--- src/rtl/bcd_pkg.sv ---
// Shared types and helpers for the magnitude-to-BCD conversion stage.
//   state_t    : conversion FSM states (IDLE, INT, FRAC, DONE)
//   digit_t    : one packed BCD digit
//   DEC_TEN    : multiplier used to extract fraction digits
//   add3_digit : double-dabble correction for a single nibble
package bcd_pkg;

  typedef enum logic [1:0] {
    IDLE = 2'd0,
    INT  = 2'd1,
    FRAC = 2'd2,
    DONE = 2'd3
  } state_t;

  typedef logic [3:0] digit_t;

  localparam digit_t DEC_TEN = 4'd10;

  // A digit of 5 or more would become >= 10 after the next left shift,
  // so pre-add 3 to make the shift carry into the next digit.
  function automatic digit_t add3_digit(input digit_t d);
    return (d >= 4'd5) ? d + 4'd3 : d;
  endfunction

endpackage

--- src/rtl/bcd_add3_n.sv ---
// Combinational double-dabble correction across an N-digit packed BCD vector.
// Ports:
//   bcd_i : N packed BCD digits before correction
//   bcd_o : same digits with every digit >= 5 incremented by 3
module bcd_add3_n #(
  parameter int N = 6
) (
  input  logic [4*N-1:0] bcd_i,
  output logic [4*N-1:0] bcd_o
);
  import bcd_pkg::*;

  for (genvar gi = 0; gi < N; gi++) begin : g_digit
    assign bcd_o[4*gi +: 4] = add3_digit(bcd_i[4*gi +: 4]);
  end

endmodule

--- src/rtl/mag_bcd_convert.sv ---
// Converts a fixed-point magnitude (integer part + binary fraction) into
// packed BCD for the display driver. The integer part uses sequential
// double-dabble (one bit per cycle), the fraction uses sequential
// multiply-by-10 (one digit per cycle, truncating).
// Ports:
//   clk_i     : clock, rising edge
//   rst_i     : asynchronous active-low reset
//   valid_i   : input result valid (accepted when ready_o is high)
//   yint_i    : integer part, IW bits
//   ydec_i    : fraction part, value = ydec_i / 2^FW
//   ready_o   : high only while idle
//   done_o    : one-cycle pulse, outputs updated on the same edge
//   bcd_int_o : ID integer digits, most significant in the top nibble
//   bcd_dec_o : FD fraction digits, first digit after the point on top
//   ovf_o     : integer part was >= 10^ID
module mag_bcd_convert #(
  parameter int IW = 17,
  parameter int FW = 16,
  parameter int ID = 6,
  parameter int FD = 4
) (
  input  logic            clk_i,
  input  logic            rst_i,
  input  logic            valid_i,
  input  logic [IW-1:0]   yint_i,
  input  logic [FW-1:0]   ydec_i,
  output logic            ready_o,
  output logic            done_o,
  output logic [4*ID-1:0] bcd_int_o,
  output logic [4*FD-1:0] bcd_dec_o,
  output logic            ovf_o
);
  import bcd_pkg::*;

  // One counter serves both the bit loop and the digit loop.
  localparam int CW = $clog2(((IW > FD) ? IW : FD) + 1);

  state_t            state_q, state_d;
  logic [IW-1:0]     shift_q, shift_d;
  logic [4*ID-1:0]   bcd_q, bcd_d;
  logic [FW-1:0]     frac_q, frac_d;
  logic [4*FD-1:0]   dec_q, dec_d;
  logic              ovf_acc_q, ovf_acc_d;
  logic [CW-1:0]     cnt_q, cnt_d;
  logic [4*ID-1:0]   bcd_int_q, bcd_int_d;
  logic [4*FD-1:0]   bcd_dec_q, bcd_dec_d;
  logic              ovf_q, ovf_d;
  logic              done_q, done_d;

  logic [4*ID-1:0]   bcd_corr;
  logic [FW+3:0]     acc;

  bcd_add3_n #(.N(ID)) u_add3 (
    .bcd_i (bcd_q),
    .bcd_o (bcd_corr)
  );

  // The top nibble of frac*10 is the next decimal digit; the low FW bits
  // are the remaining fraction (truncated, never rounded).
  assign acc = {4'b0000, frac_q} * {{FW{1'b0}}, DEC_TEN};

  always_comb begin
    state_d   = state_q;
    shift_d   = shift_q;
    bcd_d     = bcd_q;
    frac_d    = frac_q;
    dec_d     = dec_q;
    ovf_acc_d = ovf_acc_q;
    cnt_d     = cnt_q;
    bcd_int_d = bcd_int_q;
    bcd_dec_d = bcd_dec_q;
    ovf_d     = ovf_q;
    done_d    = 1'b0;

    case (state_q)
      IDLE: begin
        if (valid_i) begin
          shift_d   = yint_i;
          bcd_d     = '0;
          frac_d    = ydec_i;
          dec_d     = '0;
          ovf_acc_d = 1'b0;
          cnt_d     = '0;
          state_d   = INT;
        end
      end
      INT: begin
        // A bit shifted out of the top digit means the value has passed
        // 10^ID; the digits keep only the value modulo 10^ID.
        ovf_acc_d = ovf_acc_q | bcd_corr[4*ID-1];
        bcd_d     = {bcd_corr[4*ID-2:0], shift_q[IW-1]};
        shift_d   = {shift_q[IW-2:0], 1'b0};
        if (cnt_q == CW'(IW - 1)) begin
          cnt_d   = '0;
          state_d = FRAC;
        end else begin
          cnt_d = cnt_q + CW'(1);
        end
      end
      FRAC: begin
        dec_d  = {dec_q[4*FD-5:0], acc[FW+3:FW]};
        frac_d = acc[FW-1:0];
        if (cnt_q == CW'(FD - 1)) begin
          cnt_d   = '0;
          state_d = DONE;
        end else begin
          cnt_d = cnt_q + CW'(1);
        end
      end
      DONE: begin
        bcd_int_d = bcd_q;
        bcd_dec_d = dec_q;
        ovf_d     = ovf_acc_q;
        done_d    = 1'b1;
        state_d   = IDLE;
      end
      default: state_d = IDLE;
    endcase
  end

  always_ff @(posedge clk_i or negedge rst_i) begin
    if (!rst_i) begin
      state_q   <= IDLE;
      shift_q   <= '0;
      bcd_q     <= '0;
      frac_q    <= '0;
      dec_q     <= '0;
      ovf_acc_q <= 1'b0;
      cnt_q     <= '0;
      bcd_int_q <= '0;
      bcd_dec_q <= '0;
      ovf_q     <= 1'b0;
      done_q    <= 1'b0;
    end else begin
      state_q   <= state_d;
      shift_q   <= shift_d;
      bcd_q     <= bcd_d;
      frac_q    <= frac_d;
      dec_q     <= dec_d;
      ovf_acc_q <= ovf_acc_d;
      cnt_q     <= cnt_d;
      bcd_int_q <= bcd_int_d;
      bcd_dec_q <= bcd_dec_d;
      ovf_q     <= ovf_d;
      done_q    <= done_d;
    end
  end

  assign ready_o   = (state_q == IDLE);
  assign done_o    = done_q;
  assign bcd_int_o = bcd_int_q;
  assign bcd_dec_o = bcd_dec_q;
  assign ovf_o     = ovf_q;

endmodule

--- config.mk ---
export PLATFORM = sky130hd
export DESIGN_NAME = mag_bcd_convert
export DESIGN_NICKNAME = d
export VERILOG_FILES = /design/src/rtl/bcd_pkg.sv /design/src/rtl/bcd_add3_n.sv /design/src/rtl/mag_bcd_convert.sv
export SDC_FILE = /design/constraint.sdc
export NUM_CORES = 1
export LEC_CHECK = 0
export ABC_CLOCK_PERIOD_IN_PS = 2700
export CORE_MARGIN = 2
export CORE_UTILIZATION = 55
export DETAILED_ROUTE_END_ITERATION = 8
export GPL_TIMING_DRIVEN = 0
export PLACE_DENSITY = 0.9
export SYNTH_ARGS = -nofsm -noshare
export SYNTH_HDL_FRONTEND = slang
export SYNTH_HIERARCHICAL = 1
export SYNTH_SLANG_ARGS = --single-unit
--- constraint.sdc ---
create_clock -name clk_i -period 2.7 [get_ports clk_i]
set_clock_uncertainty 0.1 [all_clocks]
set_input_delay 0.405 -clock clk_i [delete_from_list [all_inputs] [get_ports clk_i]]
set_output_delay 0.405 -clock clk_i [all_outputs]
set_load 0.03 [all_outputs]
==> flow_metrics.py <==
metrics = {
    "route": {
        "wl_met3_um": 683,
        "antenna_left": 0,
        "routed_wl_mm": 14.7,
        "met1_length_mm": 6.21,
        "drcViolationCount": 0,
        "routed.top_layer": "met4",
        "first_pass_iters": 5,
        "drt_iter0_drc": 339,
        "vias": 4968,
        "dr_wl_met2_mm": 7.34,
        "via_per_inst": 5.87,
        "wl_per_cell_um": 17.3,
    },
    "worst_setup_path": {
        "setup.worst_path.end_class": "register",
        "rrSetupSlack_ns": -0.007,
        "critPathMaxFanout": 4,
        "worstRegToRegCells": 11,
        "crit_required_ns": 2.90,
        "crit_arrival_ns": 2.91,
        "r2r-end": "frac_q[14]$_DFFE_PN0P_",
        "start_kind": "register",
        "reg2reg_from": "frac_q[3]$_DFFE_PN0P_",
        "crit_type": "register to register",
    },
    "global_routing": {
        "grtUsageTotal_pct": 24.2,
        "grt-ovfl-total": 0,
        "grt_pass1_vias": 5051,
        "antenna_found_initial": 0,
        "grt_pass1_wl_mm": 24.2,
        "grt_max_degree": 93,
    },
    "timing": {
        "rsz0062_at_grt": "yes",
        "holdWs_ns": 0.339,
        "hold_viol": 0,
        "final-setup-viol-count": 1,
        "period_share_pct": 100,
        "report.final.slew_viol_count": 0,
        "maxSlewHeadroom_pct": 52.7,
        "max_freq_mhz": 369,
        "setup_slack_ns": -0.00706,
        "worst_pin_slew_ns": 0.705,
        "period_minus_slack_ns": 2.71,
    },
    "floorplanning": {
        "dieHeight_um": 112,
        "start_util_pct": 56.1,
        "pin_count": 79,
        "die_width_um": 112,
        "coreArea_um2": 11400,
        "fp-row-count": 39,
        "die_area_um2": 12500,
    },
    "synthesis": {
        "synth_top_cell_by_area": "dfrtp_1",
        "synthesis.area_um2": 6380,
        "syn_inst": 586,
        "ys_warn_count": 6,
        "synth-edff-count": 0,
        "avgSynthCellArea_um2": 10.9,
        "netlist.area_leader.share_pct": 48.2,
        "ys_seq_area_share_pct": 48.2,
        "synth-async-reset-ratio_pct": 100,
        "synth_most_common_cell": "dfrtp_1",
        "ys_ff_latch": 123,
        "mappedNetlistNets": 670,
        "synth_flop_cell": "dfrtp_1",
        "synth_area_leaders": "dfrtp_1 48%, ha_1 9.2%, mux2_2 7.4%",
        "synth_cell_types": 54,
        "synth_common_cells": "123 x dfrtp_1, 70 x nand2_1, 47 x ha_1, 45 x o21ai_0, 42 x mux2_2",
    },
    "cts": {
        "numClockSinks": 123,
        "cts_buffer_depth": 2,
        "cts_tree": "built",
        "htree_num_levels": 4,
        "clk_latency_ns": 0.42,
        "clk_pin_slew_ns": 0.06,
        "cts_buffers": 17,
        "cts_root_buf": "clkbuf_16",
    },
    "cells_and_area": {
        "nets": 775,
        "fin_util_pct": 71.0,
        "antenna_cells": 0,
        "fillers": 785,
        "drive_gt1_share_pct": 14.9,
        "fin_cells": 846,
        "layout-area-overhead-vs-synth_pct": 26.4,
    },
    "placement": {
        "portBuffers": 78,
        "numPlacedInstances": 808,
        "place_congestion": 0.869,
        "hpwl_mm": 9.99,
    },
    "status": {
        "violations": "negative setup slack",
        "status": "finished with violations",
    },
    "run": {
        "cap_violations": 0,
    },
    "worst_hold_path": {
        "hp-class": "primary input to asynchronous set/reset pin",
    },
    "power_and_ir_drop": {
        "pwr_density_cell_nw_per_um2": 1300,
        "max-vdd-ir-drop_v": 0.000780,
        "leakagePower_nw": 3.77,
    },
}
[metal layers]
layer / vias up / global-route usage, %
met1: 2428 / 29.9
met4: 0 / 10.5
met5: - / 0
met3: 45 / 6.31
met2: 179 / 40.3
li1: 2316 / -
[registers in the layout (all words and copies together), names as in the netlist]
signal     flops
ovf_acc_q      1
done_o         1
ovf_o          1
state_q        2
frac_q        16
dec_q         16
bcd_dec_o     16
cnt_q          5
shift_q       17
bcd_int_o     24
bcd_q         24
[cells by family after synthesis]
family | synth area share, %
AO/OA/AOI/OAI | 15.5
XOR/XNOR | 1.78
flip-flops | 48.2
AND/OR/NAND/NOR | 9.92
multiplexers | 12.0
buffers and inverters | 3.10
adder cells (fa/ha/maj) | 9.53
[how the worst max path moves through the flow]
stage / start / depth (start not counted) / slack [ns] / to
6_report: frac_q[3]$_DFFE_PN0P_ / 11 / -0.007 / frac_q[14]$_DFFE_PN0P_
5_1_grt: frac_q[3]$_DFFE_PN0P_ / 10 / -0.05 / dec_q[0]$_DFFE_PN0P_
4_1_cts: frac_q[3]$_DFFE_PN0P_ / 10 / 0.01 / dec_q[0]$_DFFE_PN0P_
3_5_place_dp: frac_q[3]$_DFFE_PN0P_ / 10 / -0.002 / dec_q[0]$_DFFE_PN0P_
3_3_place_gp: rst_i / 1 / -3.44 / frac_q[5]$_DFFE_PN0P_
2_1_floorplan: frac_q[3]$_DFFE_PN0P_ / 10 / 0.31 / dec_q[2]$_DFFE_PN0P_
[critical path, stage by stage, from the launching register on]
cell,delay [ns]
dfrtp_1,0.40
ha_1,0.29
ha_2,0.18
inv_2,0.04
fa_2,0.38
nor2b_4,0.14
o31a_1,0.20
or2_1,0.17
a21o_1,0.23
buf_4,0.15
mux2i_1,0.22
nand2_1,0.08
[cell type report]
class	count	area [µm²]	area share, %
multi-input combinational	416	3140	39.0
timing repair buffer	86	865	10.7
buffer	25	115	1.43
tap	143	179	2.22
inverter	22	82.6	1.02
sequential	123	3080	38.2
clock inverter	7	113	1.40
clock buffer	24	492	6.09
[cell usage in the layout (no fill, tap or decap), types with 7 or more instances in the layout]
cell             instances
dfrtp_1                123
clkdlybuf4s50_1         77
nand2_1                 70
ha_1                    46
o21ai_0                 45
mux2_2                  42
a22o_1                  36
mux2i_1                 29
a21oi_1                 22
inv_1                   21
nor2_1                  19
clkbuf_16               17
clkbuf_1                16
nand2b_1                14
xnor2_1                 10
nand3_1                  8
o21ai_1                  7
a21oi_2                  7
[repair_timing]
action / in CTS / in global routing
hold endpoints to repair: 31 / 0
setup endpoints to repair: 2 / 4
buffers inserted: 0 / 6
gates resized for setup: 3 / 7
gates cloned: 0 / 0
pin swaps: 1 / 8
hold buffers: 1 / 0
[report_power, final]
| group | internal [mW] | switching [mW] | total (mW) | leakage, nW |
|---|---|---|---|---|
| clock network | 1.54 | 0.784 | 2.32 | 0.296 |
| logic | 2.19 | 3.08 | 5.27 | 1.84 |
| registers | 2.45 | 0.482 | 2.93 | 1.63 |
| total | 6.18 | 4.34 | 10.5 | 3.77 |
[through the flow]
step	instance area (µm²)	setup slack, ns	TNS [ns]	power [mW]
finish	8070	-0.00706	-0.00706	10.5
global route	8070	-0.0460	-0.115	11.2
CTS	7990	0.0129	0	10.3
detailed placement	7370	-0.00239	-0.00239	7.87
global placement	7340	-3.44	-422.32	7.56
floorplan	6380	0.308	0	6.44
Note: power is estimated with default switching activity, not from simulation.
